--- config.mk ---
export PLATFORM = sky130hd
export DESIGN_NAME = vip_target_track_filter_flat
export DESIGN_NICKNAME = d
export VERILOG_FILES = /design/src/rtl/vip_track_pkg.sv /design/src/rtl/vip_target_track_filter_if.sv /design/src/rtl/vip_track_axis_ema.sv /design/src/rtl/vip_target_track_filter.sv /design/src/flat_wrapper.sv
export SDC_FILE = /design/constraint.sdc
export NUM_CORES = 1
export LEC_CHECK = 0
export CORE_ASPECT_RATIO = 1.4
export CORE_UTILIZATION = 45
export CTS_CLUSTER_DIAMETER = 80
export CTS_CLUSTER_SIZE = 8
export DETAILED_ROUTE_END_ITERATION = 10
export GPL_ROUTABILITY_DRIVEN = 0
export MAX_ROUTING_LAYER = met4
export PLACE_DENSITY = 0.66
export SYNTH_ARGS = -nofsm -noshare
export SYNTH_HDL_FRONTEND = slang
export SYNTH_SLANG_ARGS = --single-unit
--- constraint.sdc ---
create_clock -name clk -period 5.54 [get_ports clk]
set_input_delay 1.662 -clock clk [delete_from_list [all_inputs] [get_ports clk]]
set_output_delay 1.662 -clock clk [all_outputs]
set_load 0.01 [all_outputs]
--- src/rtl/vip_track_pkg.sv ---
// Shared types and box field layout for the target track filter.
package vip_track_pkg;

    localparam int unsigned BOX_W    = 43;
    localparam int unsigned CRD_W    = 12;
    localparam int unsigned LOST_W   = 4;

    localparam int unsigned XMIN_LSB = 0;
    localparam int unsigned XMIN_MSB = 10;
    localparam int unsigned YMIN_LSB = 11;
    localparam int unsigned YMIN_MSB = 20;
    localparam int unsigned XMAX_LSB = 21;
    localparam int unsigned XMAX_MSB = 31;
    localparam int unsigned YMAX_LSB = 32;
    localparam int unsigned YMAX_MSB = 41;
    localparam int unsigned FLAG_BIT = 42;

    typedef enum logic [1:0] {
        ST_SEARCH = 2'd0,
        ST_TRACK  = 2'd1,
        ST_HOLD   = 2'd2
    } trk_state_e;

    typedef enum logic [2:0] {
        SEQ_IDLE   = 3'd0,
        SEQ_CAP    = 3'd1,
        SEQ_CHECK  = 3'd2,
        SEQ_FILT   = 3'd3,
        SEQ_COMMIT = 3'd4
    } seq_e;

    typedef struct packed {
        logic        flag;
        logic [9:0]  ymax;
        logic [10:0] xmax;
        logic [9:0]  ymin;
        logic [10:0] xmin;
    } box_t;

    // Split a raw detector word into its box fields.
    function automatic box_t box_unpack(input logic [BOX_W-1:0] v);
        box_t b;
        b.flag = v[FLAG_BIT];
        b.ymax = v[YMAX_MSB:YMAX_LSB];
        b.xmax = v[XMAX_MSB:XMAX_LSB];
        b.ymin = v[YMIN_MSB:YMIN_LSB];
        b.xmin = v[XMIN_MSB:XMIN_LSB];
        return b;
    endfunction

endpackage

--- src/rtl/vip_target_track_filter_if.sv ---
// Detector-side bus of the track filter: measured box in, tracking window and status out.
interface vip_target_track_filter_if;
    import vip_track_pkg::*;

    logic              per_frame_vsync;
    logic [BOX_W-1:0]  meas_pos;
    logic [BOX_W-1:0]  track_pos;
    logic [1:0]        track_state;
    logic [LOST_W-1:0] lost_cnt;
    logic              meas_ok;
    logic              upd_pulse;

    modport slave (
        input  per_frame_vsync,
        input  meas_pos,
        output track_pos,
        output track_state,
        output lost_cnt,
        output meas_ok,
        output upd_pulse
    );

    modport master (
        output per_frame_vsync,
        output meas_pos,
        input  track_pos,
        input  track_state,
        input  lost_cnt,
        input  meas_ok,
        input  upd_pulse
    );
endinterface

--- src/rtl/vip_track_axis_ema.sv ---
// One coordinate of the box smoother: trk + (meas-trk)>>>ALPHA_SHIFT, clamped to [0, lim].
module vip_track_axis_ema
    import vip_track_pkg::*;
#(
    parameter int unsigned ALPHA_SHIFT = 2
) (
    input  logic [CRD_W-1:0] trk_i,
    input  logic [CRD_W-1:0] meas_i,
    input  logic [CRD_W-1:0] lim_i,
    output logic [CRD_W-1:0] crd_o
);

    logic signed [CRD_W-1:0] diff_c;
    logic signed [CRD_W-1:0] diff_sh_c;
    logic signed [CRD_W:0]   sum_c;

    // Arithmetic shift floors toward -inf; the extra sum bit catches underflow.
    always_comb begin
        diff_c    = $signed(meas_i - trk_i);
        diff_sh_c = diff_c >>> ALPHA_SHIFT;
        sum_c     = $signed({1'b0, trk_i}) + $signed({diff_sh_c[CRD_W-1], diff_sh_c});
        if (sum_c[CRD_W]) begin
            crd_o = '0;
        end else if (sum_c[CRD_W-1:0] > lim_i) begin
            crd_o = lim_i;
        end else begin
            crd_o = sum_c[CRD_W-1:0];
        end
    end

endmodule

--- src/rtl/vip_target_track_filter.sv ---
// Per-frame box tracker: validates the detector box after each frame, smooths it and
// drives the next frame's search window through a SEARCH/TRACK/HOLD state machine.
module vip_target_track_filter
    import vip_track_pkg::*;
#(
    parameter int unsigned IMG_HDISP   = 1280,
    parameter int unsigned IMG_VDISP   = 720,
    parameter int unsigned MIN_W       = 4,
    parameter int unsigned MIN_H       = 4,
    parameter int unsigned MAX_W       = 200,
    parameter int unsigned MAX_H       = 200,
    parameter int unsigned MAX_JUMP    = 64,
    parameter int unsigned ALPHA_SHIFT = 2,
    parameter int unsigned LOST_MAX    = 8
) (
    input  logic clk,
    input  logic rst_n,
    vip_target_track_filter_if.slave bus_if
);

    localparam box_t SEARCH_BOX = {1'b1, 10'(IMG_VDISP - 1), 11'(IMG_HDISP - 1), 10'd0, 11'd0};

    logic              vs_q, vs_qq, fall_q;
    seq_e              seq_q;
    box_t              meas_q, ema_q, trk_q;
    logic              size_ok_q, ok_q, meas_ok_q, upd_q;
    trk_state_e        state_q;
    logic [LOST_W-1:0] lost_q;

    logic [CRD_W-1:0]  mw_c, mh_c, cx_m_c, cy_m_c, cx_t_c, cy_t_c, dx_c, dy_c;
    logic              size_ok_c, ok_c;
    logic [CRD_W-1:0]  ex0_c, ey0_c, ex1_c, ey1_c;
    box_t              ema_c;

    // Size and centre-jump validation of the captured box against the tracked box.
    always_comb begin
        mw_c   = CRD_W'(meas_q.xmax) - CRD_W'(meas_q.xmin);
        mh_c   = CRD_W'(meas_q.ymax) - CRD_W'(meas_q.ymin);
        size_ok_c = meas_q.flag
                 && (meas_q.xmax >= meas_q.xmin) && (meas_q.ymax >= meas_q.ymin)
                 && (mw_c >= CRD_W'(MIN_W)) && (mw_c <= CRD_W'(MAX_W))
                 && (mh_c >= CRD_W'(MIN_H)) && (mh_c <= CRD_W'(MAX_H));
        cx_m_c = (CRD_W'(meas_q.xmin) + CRD_W'(meas_q.xmax)) >> 1;
        cy_m_c = (CRD_W'(meas_q.ymin) + CRD_W'(meas_q.ymax)) >> 1;
        cx_t_c = (CRD_W'(trk_q.xmin) + CRD_W'(trk_q.xmax)) >> 1;
        cy_t_c = (CRD_W'(trk_q.ymin) + CRD_W'(trk_q.ymax)) >> 1;
        dx_c   = (cx_m_c >= cx_t_c) ? (cx_m_c - cx_t_c) : (cx_t_c - cx_m_c);
        dy_c   = (cy_m_c >= cy_t_c) ? (cy_m_c - cy_t_c) : (cy_t_c - cy_m_c);
        ok_c   = size_ok_q && ((state_q == ST_SEARCH)
                 || ((dx_c <= CRD_W'(MAX_JUMP)) && (dy_c <= CRD_W'(MAX_JUMP))));
    end

    vip_track_axis_ema #(.ALPHA_SHIFT(ALPHA_SHIFT)) u_ema_xmin (
        .trk_i(CRD_W'(trk_q.xmin)), .meas_i(CRD_W'(meas_q.xmin)),
        .lim_i(CRD_W'(IMG_HDISP - 1)), .crd_o(ex0_c));
    vip_track_axis_ema #(.ALPHA_SHIFT(ALPHA_SHIFT)) u_ema_ymin (
        .trk_i(CRD_W'(trk_q.ymin)), .meas_i(CRD_W'(meas_q.ymin)),
        .lim_i(CRD_W'(IMG_VDISP - 1)), .crd_o(ey0_c));
    vip_track_axis_ema #(.ALPHA_SHIFT(ALPHA_SHIFT)) u_ema_xmax (
        .trk_i(CRD_W'(trk_q.xmax)), .meas_i(CRD_W'(meas_q.xmax)),
        .lim_i(CRD_W'(IMG_HDISP - 1)), .crd_o(ex1_c));
    vip_track_axis_ema #(.ALPHA_SHIFT(ALPHA_SHIFT)) u_ema_ymax (
        .trk_i(CRD_W'(trk_q.ymax)), .meas_i(CRD_W'(meas_q.ymax)),
        .lim_i(CRD_W'(IMG_VDISP - 1)), .crd_o(ey1_c));

    // Reassemble the smoothed box; a collapsed axis takes max = min.
    always_comb begin
        ema_c      = SEARCH_BOX;
        ema_c.flag = 1'b1;
        ema_c.xmin = 11'(ex0_c);
        ema_c.ymin = 10'(ey0_c);
        ema_c.xmax = (ex0_c > ex1_c) ? 11'(ex0_c) : 11'(ex1_c);
        ema_c.ymax = (ey0_c > ey1_c) ? 10'(ey0_c) : 10'(ey1_c);
    end

    // Vsync edge capture, update sequencer and tracking state machine.
    always_ff @(posedge clk or negedge rst_n) begin
        if (!rst_n) begin
            vs_q      <= 1'b0;
            vs_qq     <= 1'b0;
            fall_q    <= 1'b0;
            seq_q     <= SEQ_IDLE;
            meas_q    <= '0;
            ema_q     <= '0;
            size_ok_q <= 1'b0;
            ok_q      <= 1'b0;
            trk_q     <= SEARCH_BOX;
            state_q   <= ST_SEARCH;
            lost_q    <= '0;
            meas_ok_q <= 1'b0;
            upd_q     <= 1'b0;
        end else begin
            vs_q   <= bus_if.per_frame_vsync;
            vs_qq  <= vs_q;
            fall_q <= vs_qq & ~vs_q;
            upd_q  <= 1'b0;
            case (seq_q)
                SEQ_IDLE: begin
                    if (fall_q) begin
                        meas_q <= box_unpack(bus_if.meas_pos);
                        seq_q  <= SEQ_CAP;
                    end
                end
                SEQ_CAP: begin
                    size_ok_q <= size_ok_c;
                    seq_q     <= SEQ_CHECK;
                end
                SEQ_CHECK: begin
                    ok_q  <= ok_c;
                    seq_q <= SEQ_FILT;
                end
                SEQ_FILT: begin
                    ema_q <= ema_c;
                    seq_q <= SEQ_COMMIT;
                end
                SEQ_COMMIT: begin
                    seq_q     <= SEQ_IDLE;
                    upd_q     <= 1'b1;
                    meas_ok_q <= ok_q;
                    case (state_q)
                        ST_SEARCH: begin
                            lost_q <= '0;
                            if (ok_q) begin
                                trk_q   <= meas_q;
                                state_q <= ST_TRACK;
                            end else begin
                                trk_q   <= SEARCH_BOX;
                            end
                        end
                        ST_TRACK: begin
                            if (ok_q) begin
                                trk_q  <= ema_q;
                                lost_q <= '0;
                            end else begin
                                lost_q  <= LOST_W'(1);
                                state_q <= ST_HOLD;
                            end
                        end
                        ST_HOLD: begin
                            if (ok_q) begin
                                trk_q   <= ema_q;
                                lost_q  <= '0;
                                state_q <= ST_TRACK;
                            end else if ((lost_q + LOST_W'(1)) >= LOST_W'(LOST_MAX)) begin
                                trk_q   <= SEARCH_BOX;
                                lost_q  <= '0;
                                state_q <= ST_SEARCH;
                            end else begin
                                lost_q  <= lost_q + LOST_W'(1);
                            end
                        end
                        default: begin
                            trk_q   <= SEARCH_BOX;
                            lost_q  <= '0;
                            state_q <= ST_SEARCH;
                        end
                    endcase
                end
                default: seq_q <= SEQ_IDLE;
            endcase
        end
    end

    assign bus_if.track_pos   = trk_q;
    assign bus_if.track_state = state_q;
    assign bus_if.lost_cnt    = lost_q;
    assign bus_if.meas_ok     = meas_ok_q;
    assign bus_if.upd_pulse   = upd_q;

endmodule
--- src/flat_wrapper.sv ---
// flat-port wrapper written by rule: the top's interface ports become plain ports
module vip_target_track_filter_flat import vip_track_pkg::*;
#(
    parameter int unsigned IMG_HDISP   = 1280,
    parameter int unsigned IMG_VDISP   = 720,
    parameter int unsigned MIN_W       = 4,
    parameter int unsigned MIN_H       = 4,
    parameter int unsigned MAX_W       = 200,
    parameter int unsigned MAX_H       = 200,
    parameter int unsigned MAX_JUMP    = 64,
    parameter int unsigned ALPHA_SHIFT = 2,
    parameter int unsigned LOST_MAX    = 8
)
  (clk, rst_n, bus_if_per_frame_vsync, bus_if_meas_pos, bus_if_track_pos, bus_if_track_state, bus_if_lost_cnt, bus_if_meas_ok, bus_if_upd_pulse);
  vip_target_track_filter_if bus_if_i ();
  input  logic clk;
  input  logic rst_n;
  input wire logic [$bits(bus_if_i.per_frame_vsync)-1:0] bus_if_per_frame_vsync;
  input wire logic [$bits(bus_if_i.meas_pos)-1:0] bus_if_meas_pos;
  output wire logic [$bits(bus_if_i.track_pos)-1:0] bus_if_track_pos;
  output wire logic [$bits(bus_if_i.track_state)-1:0] bus_if_track_state;
  output wire logic [$bits(bus_if_i.lost_cnt)-1:0] bus_if_lost_cnt;
  output wire logic [$bits(bus_if_i.meas_ok)-1:0] bus_if_meas_ok;
  output wire logic [$bits(bus_if_i.upd_pulse)-1:0] bus_if_upd_pulse;
  assign bus_if_i.per_frame_vsync = bus_if_per_frame_vsync;
  assign bus_if_i.meas_pos = bus_if_meas_pos;
  assign bus_if_track_pos = bus_if_i.track_pos;
  assign bus_if_track_state = bus_if_i.track_state;
  assign bus_if_lost_cnt = bus_if_i.lost_cnt;
  assign bus_if_meas_ok = bus_if_i.meas_ok;
  assign bus_if_upd_pulse = bus_if_i.upd_pulse;
  vip_target_track_filter #(.IMG_HDISP(IMG_HDISP), .IMG_VDISP(IMG_VDISP), .MIN_W(MIN_W), .MIN_H(MIN_H), .MAX_W(MAX_W), .MAX_H(MAX_H), .MAX_JUMP(MAX_JUMP), .ALPHA_SHIFT(ALPHA_SHIFT), .LOST_MAX(LOST_MAX)) u_core (.clk(clk), .rst_n(rst_n), .bus_if(bus_if_i));
endmodule
After elaboration in Yosys (flattened, before gate mapping) --
Cells that the tools add are included.
Operators by class: $add $sub $neg 19, $lt $le $gt $ge 17, equality and inequality tests 11, muxes and demuxes 29, bitwise operators 2, reduce and logical (&&, ||, !) cells 14
Operator list (count):
- $mux 43 | 4
- $pmux 43 s3 | 1
- $mux 12 | 10
- $sub 11x11->12 | 7
- $ge 11x11->1 | 3
- $sub 10x10->11 | 3
- $add 12x10->13 | 2
- $add 11x11->12 | 2
- $add 11x9->12 | 2
- $ge 12x3->1 const B | 2
- $gt 12x10->1 const B | 2
- $gt 12x11->1 const B | 2
- $gt 12x12->1 | 2
- $le 12x7->1 const B | 2
- $le 12x8->1 const B | 2
- $add 10x10->11 | 2
- $pmux 3 s4 | 1
- $mux 11 | 1
- $ge 10x10->1 | 1
- $mux 10 | 1
- $logic_and 1x1->1 | 8
- $mux 2 | 4
- $mux 4 | 2
- $pmux 4 s2 | 1
- other kinds (21) | 25
Word-level totals: register bits after elaboration 145, input bits 46, output and inout port bits 51, logic and storage cells 117

Logic depth before layout (Yosys ltp) --
depth in word-level cells 7, gate-level depth with buffers 31, gate-level depth less buffers 30

By module --
A second synthesis with hierarchy kept.
Second synthesis, totals: cell total of the unflattened synthesis 2127, area total of the unflattened synthesis 17460.5 um2
By module, submodules not included:
- vip_target_track_filter | instances 1, cells each 1273, area each 11121.9 um2, seq. area each 3649.8 um2
- vip_track_axis_ema at u_core.u_ema_xmin ... | instances 2, cells each 225, area each 1667.8 um2, seq. area each 0.0 um2
- vip_track_axis_ema at u_core.u_ema_xmax | instances 1, cells each 200, area each 1514.0 um2, seq. area each 0.0 um2
- vip_track_axis_ema at u_core.u_ema_ymin | instances 1, cells each 204, area each 1488.9 um2, seq. area each 0.0 um2

Worst setup path after synthesis --
No wires, ideal clock.
path type register to register, from register u_core.trk_q (netlist bit u_core.bus_if.track_pos[12]), to register u_core.ema_q[33] in the netlist's numbering, setup time 0.142 ns, data arrival time 5.881 ns, data required time 5.398 ns, slack -0.483 ns, stages on the path, launching flop included 32, buffers on the path 2, clock period less this slack 6.023 ns, cell sequence dfrtp_1 inv_1 ha_1 a21o_1 a21oi_1 o21ai_1 a21oi_1 nor2b_1 o21a_1 nor2_1 xnor2_1 ha_1 a21oi_1 o211ai_1 a41o_1 a21oi_2 nand2b_1 mux2_2 clkbuf_1 nor3b_1 nor2_1 ha_1 nor2b_1 o21ai_0 nand2b_1 a21oi_1 nor3_1 o31ai_1 or3_1 clkbuf_1 a2bb2oi_1 o221ai_1
RTL lines:
- from (decl) | line vip_target_track_filter.sv:25 | box_t meas_q, ema_q, trk_q;
- from (signal assigned) | line vip_target_track_filter.sv:124 | trk_q <= meas_q;
- from (signal assigned) | line vip_target_track_filter.sv:132 | trk_q <= ema_q;
- from (signal assigned) | line vip_target_track_filter.sv:141 | trk_q <= ema_q;
- to (signal assigned) | line vip_target_track_filter.sv:113 | ema_q <= ema_c;
- to (decl) | line vip_target_track_filter.sv:25

==> summary.md <==
| Metric | Value |
|---|---|
| H-tree levels | 4 |
| Max Clk Rate | 178 MHz |
| Die height | 216 um |
| Largest area contributor in the netlist | dfrtp_1 |
| CP peak stage delay | 0.41 ns |
| Clock Latency Late Sink | 0.44 ns |
| Layout Skew | 0.0122 ns |
| Count of cell types in the netlist | 83 |
| Most used cell, CP | a21oi_2 |
| Worst path slowest cell | dfrtp_2 |
| CP arrival | 5.97 ns |
| Routed WL per cell | 20.0 um |
| Failing checks | setup timing |
| Sequential element share of the synthesized area | 24.9% |
| Clock buffer depth | 2 |
| Global-route wire length before repair | 73,800 um |
| Initial DRT Pass Iterations | 7 |
| Final wirelength | 47,900 um |
| Die width | 155 um |
| ANT cells | 0 |
| Final max-slew violation count | 0 |
| Core area | 31,800 um^2 |
| I/O pins | 97 |
| Max-Cap Viols | 0 |
| GR Overflow Total | 0 |
| Avg Synthesized Cell Area | 8.37 um^2 |
| Worst setup path category | reg -> reg |
| Syn. warnings | 0 |
| CTS tree | done |
| Seq cells post-synth | 145 |
| CP Launch Type | flop |
| Required time worst endpoint | 5.89 ns |
| GRT Overall Usage | 29.3% |
| EDFF count, synth | 0 |
| Reg2reg end | u_core.ema_q[32]$_DFFE_PN0P_ |
| Worst hold stages | 0 |
| Post-Syn Instances | 1,753 |
| Vias post-DR | 14.2k |
| Starting Density | 46.1% |
| Final WS setup | -0.0789 ns |
| Status | complete, but fails checks |
| Reg2Reg Depth | 31 |
| Top cells by area, synth | dfrtp_1, ha_1, xnor2_1 |
| Reg-to-reg setup timing slack | -0.08 ns |
| Post-route clock period utilization | 101% |
| Period minus WS final | 5.62 ns |
| Clk slew on worst S/H paths | 0.06 ns |
| Area grow syn2layout | 26.9% |
| Endpoint class of the critical path | flop |
| Final Hold Fails | 0 |
| Worst Hold End | u_core.vs_qq$_DFF_PN0_ |
| Hold_sp | u_core.vs_q$_DFF_PN0_ |
| Vias in the first global route | 14.2k |
| Worst Tran Pin Value | 1.22 ns |
| RSZ-0062 raised after global routing | yes |
| Synth async-reset ratio | 100% |
| Cell Rows | 77 |
| Final setup vio count | 8 |
| CTS root buf | clkbuf_16 |
| DR iter-0 viols | 807 |
| CTS Buf Count | 17 |
| PortBufs | 96 |
| CP delay by family, top | compound AO/OA/AOI/OAI gates |
| DIE AREA | 33,300 um^2 |
| Largest net degree at the start of global routing | 96 |
| # DRC | 0 |
| Layout cells sized above 1 | 20.6% |
| Final Core Density | 58.5% |
| Place WS | -0.185 ns |
| Reg-to-reg critical path startpoint | u_core.bus_if.track_pos[12]$_DFFE_PN0P_ |
| Worst-path fanout max | 6 |
| Post-DP HPWL | 36,800 um |
| Ys flop type | dfrtp_1 |
| Clk sinks | 145 |
| WP buf/inv | 4 |
| Vias/cell | 5.92 |
| Slew headroom | 18.4% |
| Nets | 2,263 |
| Mapped cell area | 14,700 um^2 |
| DRT antenna net count | 0 |
| Synth top area share | 21.8% |
| Setup TNS | -0.425 ns |
| Antenna violations before repair | 0 |
| Worst Hold Class | reg -> reg |
cell usage after synthesis, drive strengths merged (33+ instances only):
cell,instances
a22oi,33
xor2,40
nor3,39
nor2,111
o21ai,122
xnor2,75
inv,157
a21o,43
nand2,163
o31ai,36
ha,216
a21oi,125
clkbuf,44
dfrtp,128
cells by family after synthesis:
group                      Yosys count  synth area share (%)
and+or+nand+nor                    473                  15.3
xor gates and xnor gates           115                  6.92
muxes                               35                  2.63
DFF                                145                  24.9
adders and majority gates          224                  19.5
AOI/OAI and AO/OA                  546                  25.2
other                                2                0.0512
buffers and inverters              213                  5.53
layout make-up:
cell class / instances / area [um^2]
fill: 2820 / 13200
clock inverter: 14 / 146
inverter: 157 / 589
tap: 395 / 494
timing repair buffer: 275 / 2370
multi-input combinational: 1397 / 10900
clock buffer: 18 / 429
sequential: 145 / 3650
per-layer routing:
metal	part of all wire (%)	global-route usage [%]	vias to the layer above
li1	-	-	6761
met1	37	30.1	6857
met2	52	52.1	424
met3	3.6	3.03	166
met4	7.6	20.7	0
met5	0	-	-
state kept, by name, indices dropped and copies added (netlist names):
name and cells:
u_core.bus_if.track_pos 43, u_core.ema_q 43, u_core.meas_q 43, u_core.bus_if.lost_cnt 4, u_core.seq_q 3, u_core.bus_if.track_state 2
u_core.bus_if.meas_ok 1, u_core.bus_if.upd_pulse 1, u_core.fall_q 1, u_core.ok_q 1, u_core.size_ok_q 1, u_core.vs_q 1
u_core.vs_qq 1
stage by stage:
stage          instances  hold slack, ns  instance area, um^2
3_5_place_dp        2343           0.370                17200
3_3_place_gp        2343           0.368                17200
4_1_cts             2387           0.386                18000
2_1_floorplan       1755           0.354                14800
6_report            2401           0.379                18600
5_1_grt             2401           0.397                18600
worst register-to-register path, delay by kind of cell, from the launching register on:
kind / cells / cell delay [ns]
AO/OA/AOI/OAI: 15 / 2.58
AND/OR/NAND/NOR: 7 / 0.86
flip-flops: 1 / 0.41
multiplexers: 1 / 0.32
adder cells (fa/ha/maj): 3 / 0.73
buffers and inverters: 4 / 0.55
XOR/XNOR: 1 / 0.10
cell usage in the layout (no fill, tap or decap), types with 14 or more instances in the layout:
| master | instances |
|---|---|
| clkbuf_16 | 17 |
| nor2_1 | 100 |
| o21bai_1 | 17 |
| a21oi_2 | 19 |
| xnor2_1 | 69 |
| a22oi_1 | 32 |
| o21ai_0 | 100 |
| inv_1 | 153 |
| dfrtp_1 | 127 |
| mux2_2 | 27 |
| nand2_1 | 161 |
| nand2b_1 | 26 |
| a21o_1 | 43 |
| a221oi_1 | 18 |
| nand3_1 | 21 |
| ha_1 | 206 |
| or2_2 | 21 |
| o21a_1 | 28 |
| xor2_1 | 39 |
| o221ai_2 | 14 |
| dfstp_2 | 17 |
| nor3_1 | 33 |
| clkdlybuf4s50_1 | 95 |
| o31ai_1 | 34 |
| nor2b_1 | 21 |
| a21oi_1 | 101 |
| buf_4 | 167 |
what timing repair did:
item	in CTS	in global routing
pin swaps	44	42
setup endpoints to repair	21	22
buffers inserted	12	16
gates resized for setup	46	93
hold buffers	0	0
worst max path at each step:
stage | startpoint | endpoint | slack [ns] | depth (start not counted)
finish | u_core.bus_if.track_pos[12]$_DFFE_PN0P_ | u_core.ema_q[32]$_DFFE_PN0P_ | -0.08 | 31
global route | u_core.bus_if.track_pos[12]$_DFFE_PN0P_ | u_core.ema_q[32]$_DFFE_PN0P_ | -0.34 | 29
CTS | u_core.bus_if.track_pos[12]$_DFFE_PN0P_ | u_core.ema_q[32]$_DFFE_PN0P_ | -0.001 | 32
detailed placement | u_core.bus_if.track_pos[12]$_DFFE_PN0P_ | u_core.ema_q[38]$_DFFE_PN0P_ | -0.18 | 30
global placement | u_core.bus_if.track_pos[12]$_DFFE_PN0P_ | u_core.ema_q[32]$_DFFE_PN0P_ | -0.07 | 30
floorplan | u_core.bus_if.track_pos[23]$_DFFE_PN1P_ | u_core.ema_q[26]$_DFFE_PN0P_ | -0.05 | 30
Power is left out: the tool's default activity adds up to more than one toggle a clock period on the data nets, which glitch-free logic cannot reach.
